$ cat src/rtl/bsg_manycore_pkg.sv
// bsg_manycore_pkg
//   Shared manycore definitions used by the tile-side store issue logic.
//   The package holds the packet op encodings and the fence state enum.
//   Width-parameterized structs cannot live in a package, so this file also
//   defines macros that modules expand with their own widths:
//     DECLARE_BSG_MANYCORE_PACKET_S       manycore packet layout
//     DECLARE_BSG_MANYCORE_STORE_ENTRY_S  queued remote-store request
//     BSG_MANYCORE_PACKET_WIDTH           bit width of that packet layout

`ifndef BSG_MANYCORE_PACKET_MACROS
`define BSG_MANYCORE_PACKET_MACROS

`define BSG_MANYCORE_PACKET_WIDTH(addr_w, data_w, x_w, y_w) \
   ((addr_w) + 2 + ((data_w) >> 3) + (data_w) + 2*(y_w) + 2*(x_w))

`define DECLARE_BSG_MANYCORE_PACKET_S(addr_w, data_w, x_w, y_w) \
   typedef struct packed { \
      logic [(addr_w)-1:0]        addr; \
      logic [1:0]                 op; \
      logic [((data_w)>>3)-1:0]   op_ex; \
      logic [(data_w)-1:0]        payload; \
      logic [(y_w)-1:0]           src_y_cord; \
      logic [(x_w)-1:0]           src_x_cord; \
      logic [(y_w)-1:0]           y_cord; \
      logic [(x_w)-1:0]           x_cord; \
   } bsg_manycore_packet_s

`define DECLARE_BSG_MANYCORE_STORE_ENTRY_S(addr_w, data_w, x_w, y_w) \
   typedef struct packed { \
      logic [(y_w)-1:0]           dest_y; \
      logic [(x_w)-1:0]           dest_x; \
      logic [(addr_w)-1:0]        addr; \
      logic [(data_w)-1:0]        data; \
      logic [((data_w)>>3)-1:0]   mask; \
   } bsg_manycore_store_entry_s

`endif

package bsg_manycore_pkg;

   typedef enum logic [1:0] {
      e_remote_load  = 2'b00,
      e_remote_store = 2'b01,
      e_remote_amo   = 2'b10,
      e_cache_op     = 2'b11
   } bsg_manycore_packet_op_e;

   typedef enum logic [1:0] {
      e_fence_idle         = 2'b00,
      e_fence_drain        = 2'b01,
      e_fence_wait_credits = 2'b10
   } fence_state_e;

endpackage

$ cat src/rtl/bsg_manycore_store_issue_queue.sv
// bsg_manycore_store_issue_queue
//   Circular buffer of els_p entries with a registered storage array.
//   The pointers wrap explicitly at els_p-1, so depths that are not a power
//   of two work as well.
//   Ports:
//     clk_i, reset_n_i   clock, asynchronous active-low reset (pointers only)
//     enq_i, data_i      write one entry at the tail
//     deq_i              retire the head entry
//     data_o             head entry (stable until dequeued)
//     full_o, empty_o    occupancy flags

module bsg_manycore_store_issue_queue
  #(parameter int width_p = 8
   ,parameter int els_p   = 2
   ,localparam int ptr_width_lp   = $clog2(els_p)
   ,localparam int count_width_lp = $clog2(els_p+1)
   )
   (input  logic               clk_i
   ,input  logic               reset_n_i
   ,input  logic               enq_i
   ,input  logic [width_p-1:0] data_i
   ,input  logic               deq_i
   ,output logic [width_p-1:0] data_o
   ,output logic               full_o
   ,output logic               empty_o
   );

   logic [width_p-1:0]        mem_reg [els_p];
   logic [ptr_width_lp-1:0]   wr_ptr_reg, rd_ptr_reg;
   logic [ptr_width_lp-1:0]   wr_ptr_next, rd_ptr_next;
   logic [count_width_lp-1:0] count_reg;

   function automatic logic [ptr_width_lp-1:0] ptr_inc(input logic [ptr_width_lp-1:0] p);
      return (p == ptr_width_lp'(els_p-1)) ? '0 : p + 1'b1;
   endfunction

   assign wr_ptr_next = ptr_inc(wr_ptr_reg);
   assign rd_ptr_next = ptr_inc(rd_ptr_reg);

   // Storage carries no reset: contents are only observed through count_reg.
   always_ff @(posedge clk_i) begin
      if (enq_i)
         mem_reg[wr_ptr_reg] <= data_i;
   end

   always_ff @(posedge clk_i or negedge reset_n_i) begin
      if (!reset_n_i) begin
         wr_ptr_reg <= '0;
         rd_ptr_reg <= '0;
         count_reg  <= '0;
      end
      else begin
         if (enq_i)
            wr_ptr_reg <= wr_ptr_next;
         if (deq_i)
            rd_ptr_reg <= rd_ptr_next;
         case ({enq_i, deq_i})
            2'b10:   count_reg <= count_reg + 1'b1;
            2'b01:   count_reg <= count_reg - 1'b1;
            default: count_reg <= count_reg;
         endcase
      end
   end

   assign data_o  = mem_reg[rd_ptr_reg];
   assign full_o  = (count_reg == count_width_lp'(els_p));
   assign empty_o = (count_reg == '0);

endmodule

$ cat src/rtl/bsg_manycore_store_issue.sv
// bsg_manycore_store_issue
//   Tile-side remote-store issue stage in front of the endpoint out port.
//   Core stores are queued, formatted into manycore remote-store packets and
//   launched when the endpoint shows a nonzero credit count. A fence blocks
//   new stores until the queue is empty and all credits have come back.
//   Ports:
//     clk_i, reset_n_i                 clock, asynchronous active-low reset
//     v_i, ready_o, dest_*, addr_i,
//     data_i, mask_i                   core store request handshake
//     fence_i                          one-cycle fence request
//     fence_busy_o, fence_done_o       fence status / completion pulse
//     my_x_i, my_y_i                   own coordinates (packet source)
//     out_v_o, out_packet_o,
//     out_ready_i, out_credits_i       endpoint out port
//   Build option BSG_MANYCORE_STORE_ISSUE_STATS_EN adds credit_stall_cnt_o,
//   a saturating count of cycles with a queued store but zero credits.

module bsg_manycore_store_issue
   import bsg_manycore_pkg::*;
  #(parameter int x_cord_width_p    = 4
   ,parameter int y_cord_width_p    = 4
   ,parameter int data_width_p      = 32
   ,parameter int addr_width_p      = 32
   ,parameter int fifo_els_p        = 2
   ,parameter int max_out_credits_p = 4
   ,localparam int credit_width_lp  = $clog2(max_out_credits_p+1)
   ,localparam int packet_width_lp  =
      `BSG_MANYCORE_PACKET_WIDTH(addr_width_p, data_width_p, x_cord_width_p, y_cord_width_p)
   )
   (input  logic                        clk_i
   ,input  logic                        reset_n_i
   ,input  logic                        v_i
   ,input  logic [x_cord_width_p-1:0]   dest_x_i
   ,input  logic [y_cord_width_p-1:0]   dest_y_i
   ,input  logic [addr_width_p-1:0]     addr_i
   ,input  logic [data_width_p-1:0]     data_i
   ,input  logic [data_width_p/8-1:0]   mask_i
   ,output logic                        ready_o
   ,input  logic                        fence_i
   ,output logic                        fence_busy_o
   ,output logic                        fence_done_o
   ,input  logic [x_cord_width_p-1:0]   my_x_i
   ,input  logic [y_cord_width_p-1:0]   my_y_i
   ,output logic                        out_v_o
   ,output logic [packet_width_lp-1:0]  out_packet_o
   ,input  logic                        out_ready_i
   ,input  logic [credit_width_lp-1:0]  out_credits_i
`ifdef BSG_MANYCORE_STORE_ISSUE_STATS_EN
   ,output logic [31:0]                 credit_stall_cnt_o
`endif
   );

   `DECLARE_BSG_MANYCORE_PACKET_S(addr_width_p, data_width_p, x_cord_width_p, y_cord_width_p);
   `DECLARE_BSG_MANYCORE_STORE_ENTRY_S(addr_width_p, data_width_p, x_cord_width_p, y_cord_width_p);

   localparam int entry_width_lp = $bits(bsg_manycore_store_entry_s);

   bsg_manycore_store_entry_s enq_entry, head_entry;
   logic [entry_width_lp-1:0] head_data;
   bsg_manycore_packet_s      packet;
   fence_state_e              state_reg;
   logic full, empty, enq, deq;
   logic up_reg, fence_busy_reg, fence_done_reg;
   logic credits_avail, credits_all_home;

   assign credits_avail    = (out_credits_i != '0);
   assign credits_all_home = (out_credits_i == credit_width_lp'(max_out_credits_p));

   // up_reg keeps ready_o low while reset is held and for the partial cycle
   // before the first clock edge after release.
   always_ff @(posedge clk_i or negedge reset_n_i) begin
      if (!reset_n_i) up_reg <= 1'b0;
      else            up_reg <= 1'b1;
   end

   assign ready_o = up_reg & (state_reg == e_fence_idle) & ~full & ~fence_i;
   assign out_v_o = ~empty & credits_avail;
   assign enq     = v_i & ready_o;
   assign deq     = out_v_o & out_ready_i;

   assign enq_entry.dest_y = dest_y_i;
   assign enq_entry.dest_x = dest_x_i;
   assign enq_entry.addr   = addr_i;
   assign enq_entry.data   = data_i;
   assign enq_entry.mask   = mask_i;

   bsg_manycore_store_issue_queue
     #(.width_p (entry_width_lp)
      ,.els_p   (fifo_els_p)
      ) queue
      (.clk_i     (clk_i)
      ,.reset_n_i (reset_n_i)
      ,.enq_i     (enq)
      ,.data_i    (enq_entry)
      ,.deq_i     (deq)
      ,.data_o    (head_data)
      ,.full_o    (full)
      ,.empty_o   (empty)
      );

   assign head_entry = head_data;

   always_comb begin
      packet            = '0;
      packet.addr       = head_entry.addr;
      packet.op         = e_remote_store;
      packet.op_ex      = head_entry.mask;
      packet.payload    = head_entry.data;
      packet.src_y_cord = my_y_i;
      packet.src_x_cord = my_x_i;
      packet.y_cord     = head_entry.dest_y;
      packet.x_cord     = head_entry.dest_x;
   end

   assign out_packet_o = packet;

   // Fence FSM; busy and done are registered alongside the state so that
   // done is seen in the first IDLE cycle after the credits return.
   always_ff @(posedge clk_i or negedge reset_n_i) begin
      if (!reset_n_i) begin
         state_reg      <= e_fence_idle;
         fence_busy_reg <= 1'b0;
         fence_done_reg <= 1'b0;
      end
      else begin
         fence_done_reg <= 1'b0;
         case (state_reg)
            e_fence_idle:
               if (fence_i) begin
                  state_reg      <= e_fence_drain;
                  fence_busy_reg <= 1'b1;
               end
            e_fence_drain:
               if (empty)
                  state_reg <= e_fence_wait_credits;
            e_fence_wait_credits:
               if (credits_all_home) begin
                  state_reg      <= e_fence_idle;
                  fence_busy_reg <= 1'b0;
                  fence_done_reg <= 1'b1;
               end
            default: begin
               state_reg      <= e_fence_idle;
               fence_busy_reg <= 1'b0;
            end
         endcase
      end
   end

   assign fence_busy_o = fence_busy_reg;
   assign fence_done_o = fence_done_reg;

`ifdef BSG_MANYCORE_STORE_ISSUE_STATS_EN
   logic [31:0] stall_cnt_reg;

   always_ff @(posedge clk_i or negedge reset_n_i) begin
      if (!reset_n_i)
         stall_cnt_reg <= '0;
      else if (~empty & ~credits_avail & (stall_cnt_reg != '1))
         stall_cnt_reg <= stall_cnt_reg + 1'b1;
   end

   assign credit_stall_cnt_o = stall_cnt_reg;
`endif

`ifndef SYNTHESIS
   assert property (@(posedge clk_i) disable iff (!reset_n_i) !(v_i & ready_o & full))
      else $error("store issue: request accepted while queue full");
   assert property (@(posedge clk_i) disable iff (!reset_n_i)
                    out_credits_i <= credit_width_lp'(max_out_credits_p))
      else $error("store issue: endpoint credit count above maximum");
`endif

endmodule

$ cat config.mk
export PLATFORM = sky130hd
export DESIGN_NAME = bsg_manycore_store_issue
export DESIGN_NICKNAME = d
export VERILOG_FILES = /design/src/rtl/bsg_manycore_pkg.sv /design/src/rtl/bsg_manycore_store_issue_queue.sv /design/src/rtl/bsg_manycore_store_issue.sv
export SDC_FILE = /design/constraint.sdc
export NUM_CORES = 1
export LEC_CHECK = 0
export CORE_ASPECT_RATIO = 0.6
export CORE_MARGIN = 4
export CORE_UTILIZATION = 42
export DETAILED_ROUTE_END_ITERATION = 12
export MAX_ROUTING_LAYER = met4
export PLACE_DENSITY = 0.82
export SYNTH_ARGS = -nofsm -noshare
export SYNTH_HDL_FRONTEND = slang
export SYNTH_HIERARCHICAL = 1
export SYNTH_SLANG_ARGS = --single-unit
$ cat constraint.sdc
create_clock -name clk_i -period 4.56 [get_ports clk_i]
set_clock_uncertainty 0.1 [all_clocks]
set_input_delay 1.14 -clock clk_i [delete_from_list [all_inputs] [get_ports clk_i]]
set_output_delay 1.14 -clock clk_i [all_outputs]
set_load 0.02 [all_outputs]
* Yosys cells after proc, flatten, opt, wreduce, memory -nomap -nowiden
Memory sizes are Yosys's and may differ from the RTL's. Index checks and enable logic that the tools add are counted.
Cells by class: add/sub/neg operators 4, equality and inequality tests 9, mux-type cells 14, bitwise operators 10, reduce and logical (&&, ||, !) cells 6
Operator list (count):
- 1-bit two-way mux | 8
- 1-bit bitwise AND | 6
- 2-bit equality test, second input constant | 3
- 2-bit two-way mux | 3
- 2-bit != test, second input constant | 3
- 2-bit case mux with 3 select lines | 1
- 3-bit AND reduction | 2
- 2-bit by 1-bit equality test with 1-bit output, second input constant | 2
- 2-bit zero test | 2
- 1-bit inverter | 4
- 2-bit case mux with 2 select lines | 1
- 3-bit equality test, second input constant | 1
- 1-bit case mux with 3 select lines | 1
- 3-bit nonzero test | 1
- 1-bit adder, second input constant | 2
- 2-bit by 1-bit adder with 2-bit output, second input constant | 1
- 2-bit nonzero test | 1
- 2-bit by 1-bit subtractor with 2-bit output, second input constant | 1
Word-level totals: register bits 9, RAM bits 152, memories kept 1
Memory list:
- queue.mem_reg | words 2, width 76, rd ports 1, clocked after memory_dff 0, wr ports 1, RTL line bsg_manycore_store_issue_queue.sv:28 | logic [width_p-1:0] mem_reg [els_p];

* Depth between registers and ports, before layout
depth after elaboration 7, mapped depth 8, mapped depth without buffers 8

* Hierarchy
The synthesis kept the hierarchy.
Modules (own cells, without submodules):
- bsg_manycore_store_issue_queue | times used 1, cells each 253, area each 5804.3 µm², sequential area each 4664.5 µm²
- bsg_manycore_store_issue | times used 1, cells each 36, area each 334.1 µm², sequential area each 125.1 µm²

* Worst setup path after synthesis
OpenSTA, ideal clock, no wires.
path type input-to-reg, start input fence_i, end memory queue/mem_reg[0][0] (netlist name), enable pin, data arrival time 4.688 ns, setup slack -0.738 ns, cell stages on the path 4, buffers on the path 0, cells stage by stage nor2_1 and4bb_2 inv_1 nor2_1
Between the ends: cells in the longest elaborated chain, start to end 5
Ends and longest elaborated chain:
- start: declaration | RTL line bsg_manycore_store_issue.sv:39 | ,input logic fence_i
- 1-bit inverter | RTL line bsg_manycore_store_issue.sv:76 | assign ready_o = up_reg & (state_reg == e_fence_idle) & ~full & ~fence_i;
- 1-bit bitwise AND | RTL line bsg_manycore_store_issue.sv:76
- 1-bit bitwise AND | RTL line bsg_manycore_store_issue.sv:78 | assign enq = v_i & ready_o;
- via enq | RTL line bsg_manycore_store_issue.sv:62 | logic full, empty, enq, deq;
- 1-bit two-way mux | RTL line bsg_manycore_store_issue_queue.sv:42 | if (enq_i)
- 1-bit two-way mux (not written as such) | RTL line bsg_manycore_store_issue_queue.sv:43 | mem_reg[wr_ptr_reg] <= data_i;
- end: declaration | RTL line bsg_manycore_store_issue_queue.sv:28
The timed path passes the listed nets, and every way through them passes these cells.

* Final worst setup path
start register queue.rd_ptr_reg, end output out_packet_o[80]
Between the ends: cells in the longest elaborated chain, start to end 1
Ends and longest elaborated chain:
- start: declaration | RTL line bsg_manycore_store_issue_queue.sv:29 | logic [ptr_width_lp-1:0] wr_ptr_reg, rd_ptr_reg;
- start signal: assignment | RTL line bsg_manycore_store_issue_queue.sv:56 | rd_ptr_reg <= rd_ptr_next;
- memory 2 x 76 bit
- end: declaration | RTL line bsg_manycore_store_issue.sv:45 | ,output logic [packet_width_lp-1:0] out_packet_o
Every way passes these cells.

==> Implementation_results.wiki <==
{| class="wikitable"
! Metric !! Value
|-
| Outcome || finished clean
|-
| Element type at the critical path end || primary output
|-
| Number of primary I/O pins || around 180
|-
| Total net switching power || 1.33 mW
|-
| Number of instances in the synthesized netlist || between 200 and 300
|-
| Worst slew slack as a fraction of its limit || 0.483
|-
| Antenna violations before repair || 0
|-
| Port buffer count || roughly 160
|-
| Worst-case setup slack after placement || roughly 0.77 ns
|-
| Final HPWL DP || 7900 um
|-
| Number of max-slew violations in the final report || 0
|-
| Actual slew at the worst max-slew pin || 0.775 ns
|-
| Yosys warning count || 6
|-
| Number of diodes || 0
|-
| Final total negative setup slack || 0 ns
|-
| Most frequently used cell type in the post-synthesis netlist || edfxtp_1
|-
| Peak-usage layer in the global routing report || met2
|-
| Number of global-route vias before repair || 3486
|-
| Clock power share || 0.315
|-
| Cell type with the largest total area after synthesis || edfxtp_1
|-
| Master cell of the clock root buffer || clkbuf_16
|-
| Layout cells sized above 1 || 0.245
|-
| Die area || 16700 um2
|-
| Maximum vdd drop || 340 uV
|-
| Cell area after layout || 8550 um2
|-
| Number of hold-slack violations in the final timing report || 0
|-
| Yosys reg bits || 161
|-
| Final cycle utilization of the critical path || 0.844
|-
| Drt wl/cell || 17.8 um
|-
| Top cells by area in the synthesized netlist || edfxtp_1 74%, mux2_2 8.4%, mux2_4 7.3%, dfrtp_1 3.7%, buf_4 1.2%
|-
| Number of clock sinks seen by CTS || 161
|-
| Peak fanout along the critical path || 50
|-
| Highest Clock Rate || 260 MHz
|-
| Switching share of power || 0.279
|-
| Kind of start point of the critical path || flop
|-
| Peak per-stage delay on the critical path || 0.93 ns
|-
| Cell internal power dissipation || 3.44 mW
|-
| Setup Buffers After CTS || 0
|-
| Number of enable flip-flop cells after synthesis || 152
|-
| Wire length of the first global-routing pass || roughly 18000 um
|-
| Horizontal extent of the die || 164 um
|-
| Cts bufs inserted || 17
|-
| Area growth, synth to finish || 39.3%
|-
| Core Box Area || 14000 um2
|-
| Setup repair after global routing missed its margin || no
|-
| Row Count || 33
|-
| Total Wirelength || 11800 um
|-
| Post-synthesis sequential area ratio || 0.780
|-
| Routability Congestion || 0.762
|-
| Arrival time worst endpoint || 2.61 ns
|-
| Fraction of met1 tracks used by global routing || 0.186
|-
| Fraction of synthesized cell area taken by the top area cell type || 0.744
|-
| Global router's overall resource usage || 0.148
|-
| Clk Latency, worst-skew pair || 0.40 ns
|-
| Clock slew at the register clock pins of the worst setup and hold paths || 0.06 ns
|-
| Synth async-reset ratio || 0.0559
|-
| Family with the most delay on the worst path || flip-flops
|-
| Final net count || 550
|-
| Cell-by-cell trace of the critical path || buf_12 -> mux2_2 -> clkdlybuf4s50_1
|-
| Total of endpoints with negative setup slack in the final report || 0
|-
| Antenna Nets Post-Route || 0
|-
| Register share of total power || 0.395
|-
| Leakage component of the power || 2.97 nW
|-
| Hold-fix buffers, CTS || 0
|-
| Final critical delay including setup and external delays || 3.85 ns
|-
| Cell types with the highest counts after synthesis || 152 x edfxtp_1, 46 x mux2_2, 30 x mux2_4, 10 x buf_4, 9 x dfrtp_1
|-
| Clk buf depth || 2
|-
| Met3 track demand over resource || 0.0488
|-
| DR iter-0 viols || 142
|-
| Required time of the worst setup path || 3.32 ns
|-
| Worst hold-check path type || reg -> reg
|-
| Gate power share || 0.290
|-
| Library cell contributing the largest single delay on the critical path || dfrtp_4
|-
| DRC Markers || 0
|-
| Count of unique library cells instantiated by Yosys || 27
|-
| Final design utilization || 0.613
|-
| Number of H-tree levels || 4
|-
| CTS tree || yes
|-
| Pre-Repair DR Iteration Count || 4
|-
| Number of vias per cell || 4.69
|-
| Area of the mapped netlist || 6140 um2
|-
| Type of the worst setup path || reg -> out
|-
| Final global-route overflow total || 0
|-
| Met2 demand-to-capacity share in global routing || 0.233
|-
| Number of gates given a new drive strength after cts || 0
|-
| Standard cell area after detailed placement || between 7000 and 8000 um2
|-
| Maxcap violations || 0
|-
| Primary FF master, synth || edfxtp_1
|-
| Largest net degree at the start of global routing || 51
|-
| Average cell area after synthesis || between 20 and 25 um2
|-
| Starting density of the core || 0.440
|-
| Number of buffers and inverters on the critical path || 2
|-
| Flip-flop count of the largest register after layout || around 150
|-
| Total power density per cell area || 557 nW/um2
|-
| Die height || 102 um
|-
| Min setup slack post-route || 0.710 ns
|-
| Routed via count || 3106
|}
cell type report:
| type | count | area [um2] |
|---|---|---|
| multi-input cells | 108 | 1190 |
| clock inverters | 14 | 199 |
| inverters | 2 | 7.51 |
| flip-flops and latches | 161 | 4790 |
| fillers | 1062 | 5410 |
| repair buffers | 167 | 1690 |
| well taps | 192 | 240 |
| clock buffers | 18 | 429 |
logic make-up (layout without fill, tap and decap cells):
| family | count (synthesis) | count (layout) | share of synthesized area |
|---|---|---|---|
| buffers and inverters | 21 | 201 | 0.0277 |
| and+or+nand+nor | 20 | 20 | 0.0208 |
| muxes | 76 | 76 | 0.158 |
| xor gates and xnor gates | 5 | 5 | 0.00714 |
| adders and majority gates | 1 | 1 | 0.00204 |
| other | 2 | 3 | 0.00122 |
| AOI/OAI and AO/OA | 3 | 3 | 0.00306 |
| DFF | 161 | 161 | 0.780 |
path summary, 6_finish.rpt:
kind / startpoint / to / slack (ns) / cells past startpoint
max: queue/rd_ptr_reg$_DFFE_PN0P_ / out_packet_o[80] / 0.71 / 3
min: queue/count_reg[1]$_DFFE_PN0P_ / queue/count_reg[1]$_DFFE_PN0P_ / 0.43 / 1
max reg2reg: queue/count_reg[1]$_DFFE_PN0P_ / queue/mem_reg[1][56]$_DFFE_PP_ / 2.19 / 5
min reg2reg: queue/count_reg[1]$_DFFE_PN0P_ / queue/count_reg[1]$_DFFE_PN0P_ / 0.43 / 1
max in group asynchronous: reset_n_i / queue/rd_ptr_reg$_DFFE_PN0P_ / 3.08 / 1
min in group asynchronous: reset_n_i / fence_busy_o$_DFFE_PN0P_ / 0.94 / 1
per-layer routing:
metal / routed length [um] / share of wire
met5: 0 / 0
met4: 88 / 0.0074
met3: 774 / 0.066
met2: 5640 / 0.48
met1: 5310 / 0.45
worst reg2reg max path, stage by stage (launching register included):
cell and delay, ns:
dfrtp_1 0.41, nor2b_1 0.14, nand2b_1 0.17, and4bb_2 0.36, and2_4 0.51, buf_12 0.33
power groups by stage:
stage | clock, mW | sequential (mW) | combinational [mW]
final | 1.50 | 1.88 | 1.38
after floorplan | 0 | 1.81 | 0.939
after global routing | 1.61 | 1.90 | 1.45
after detailed placement | 0 | 1.92 | 1.39
after CTS | 1.54 | 1.88 | 1.40
after global placement | 0 | 1.90 | 1.38
through the flow:
step,instances,power (mW),hold slack [ns]
6_report,662,4.76,0.431
5_1_grt,662,4.97,0.447
4_1_cts,662,4.82,0.433
3_5_place_dp,630,3.31,0.410
3_3_place_gp,630,3.28,0.372
2_1_floorplan,290,2.74,0.356
layout by cell type (no fill, tap or decap), types with 3 or more instances in the layout:
cell type,count
inv_6,4
dfrtp_1,8
mux2_4,30
edfxtp_1,152
xor2_1,3
clkbuf_16,17
nand2b_1,5
conb_1,3
nor2_1,4
clkdlybuf4s50_1,163
mux2_2,46
bufinv_16,4
Power figures use the tool's default switching activity.
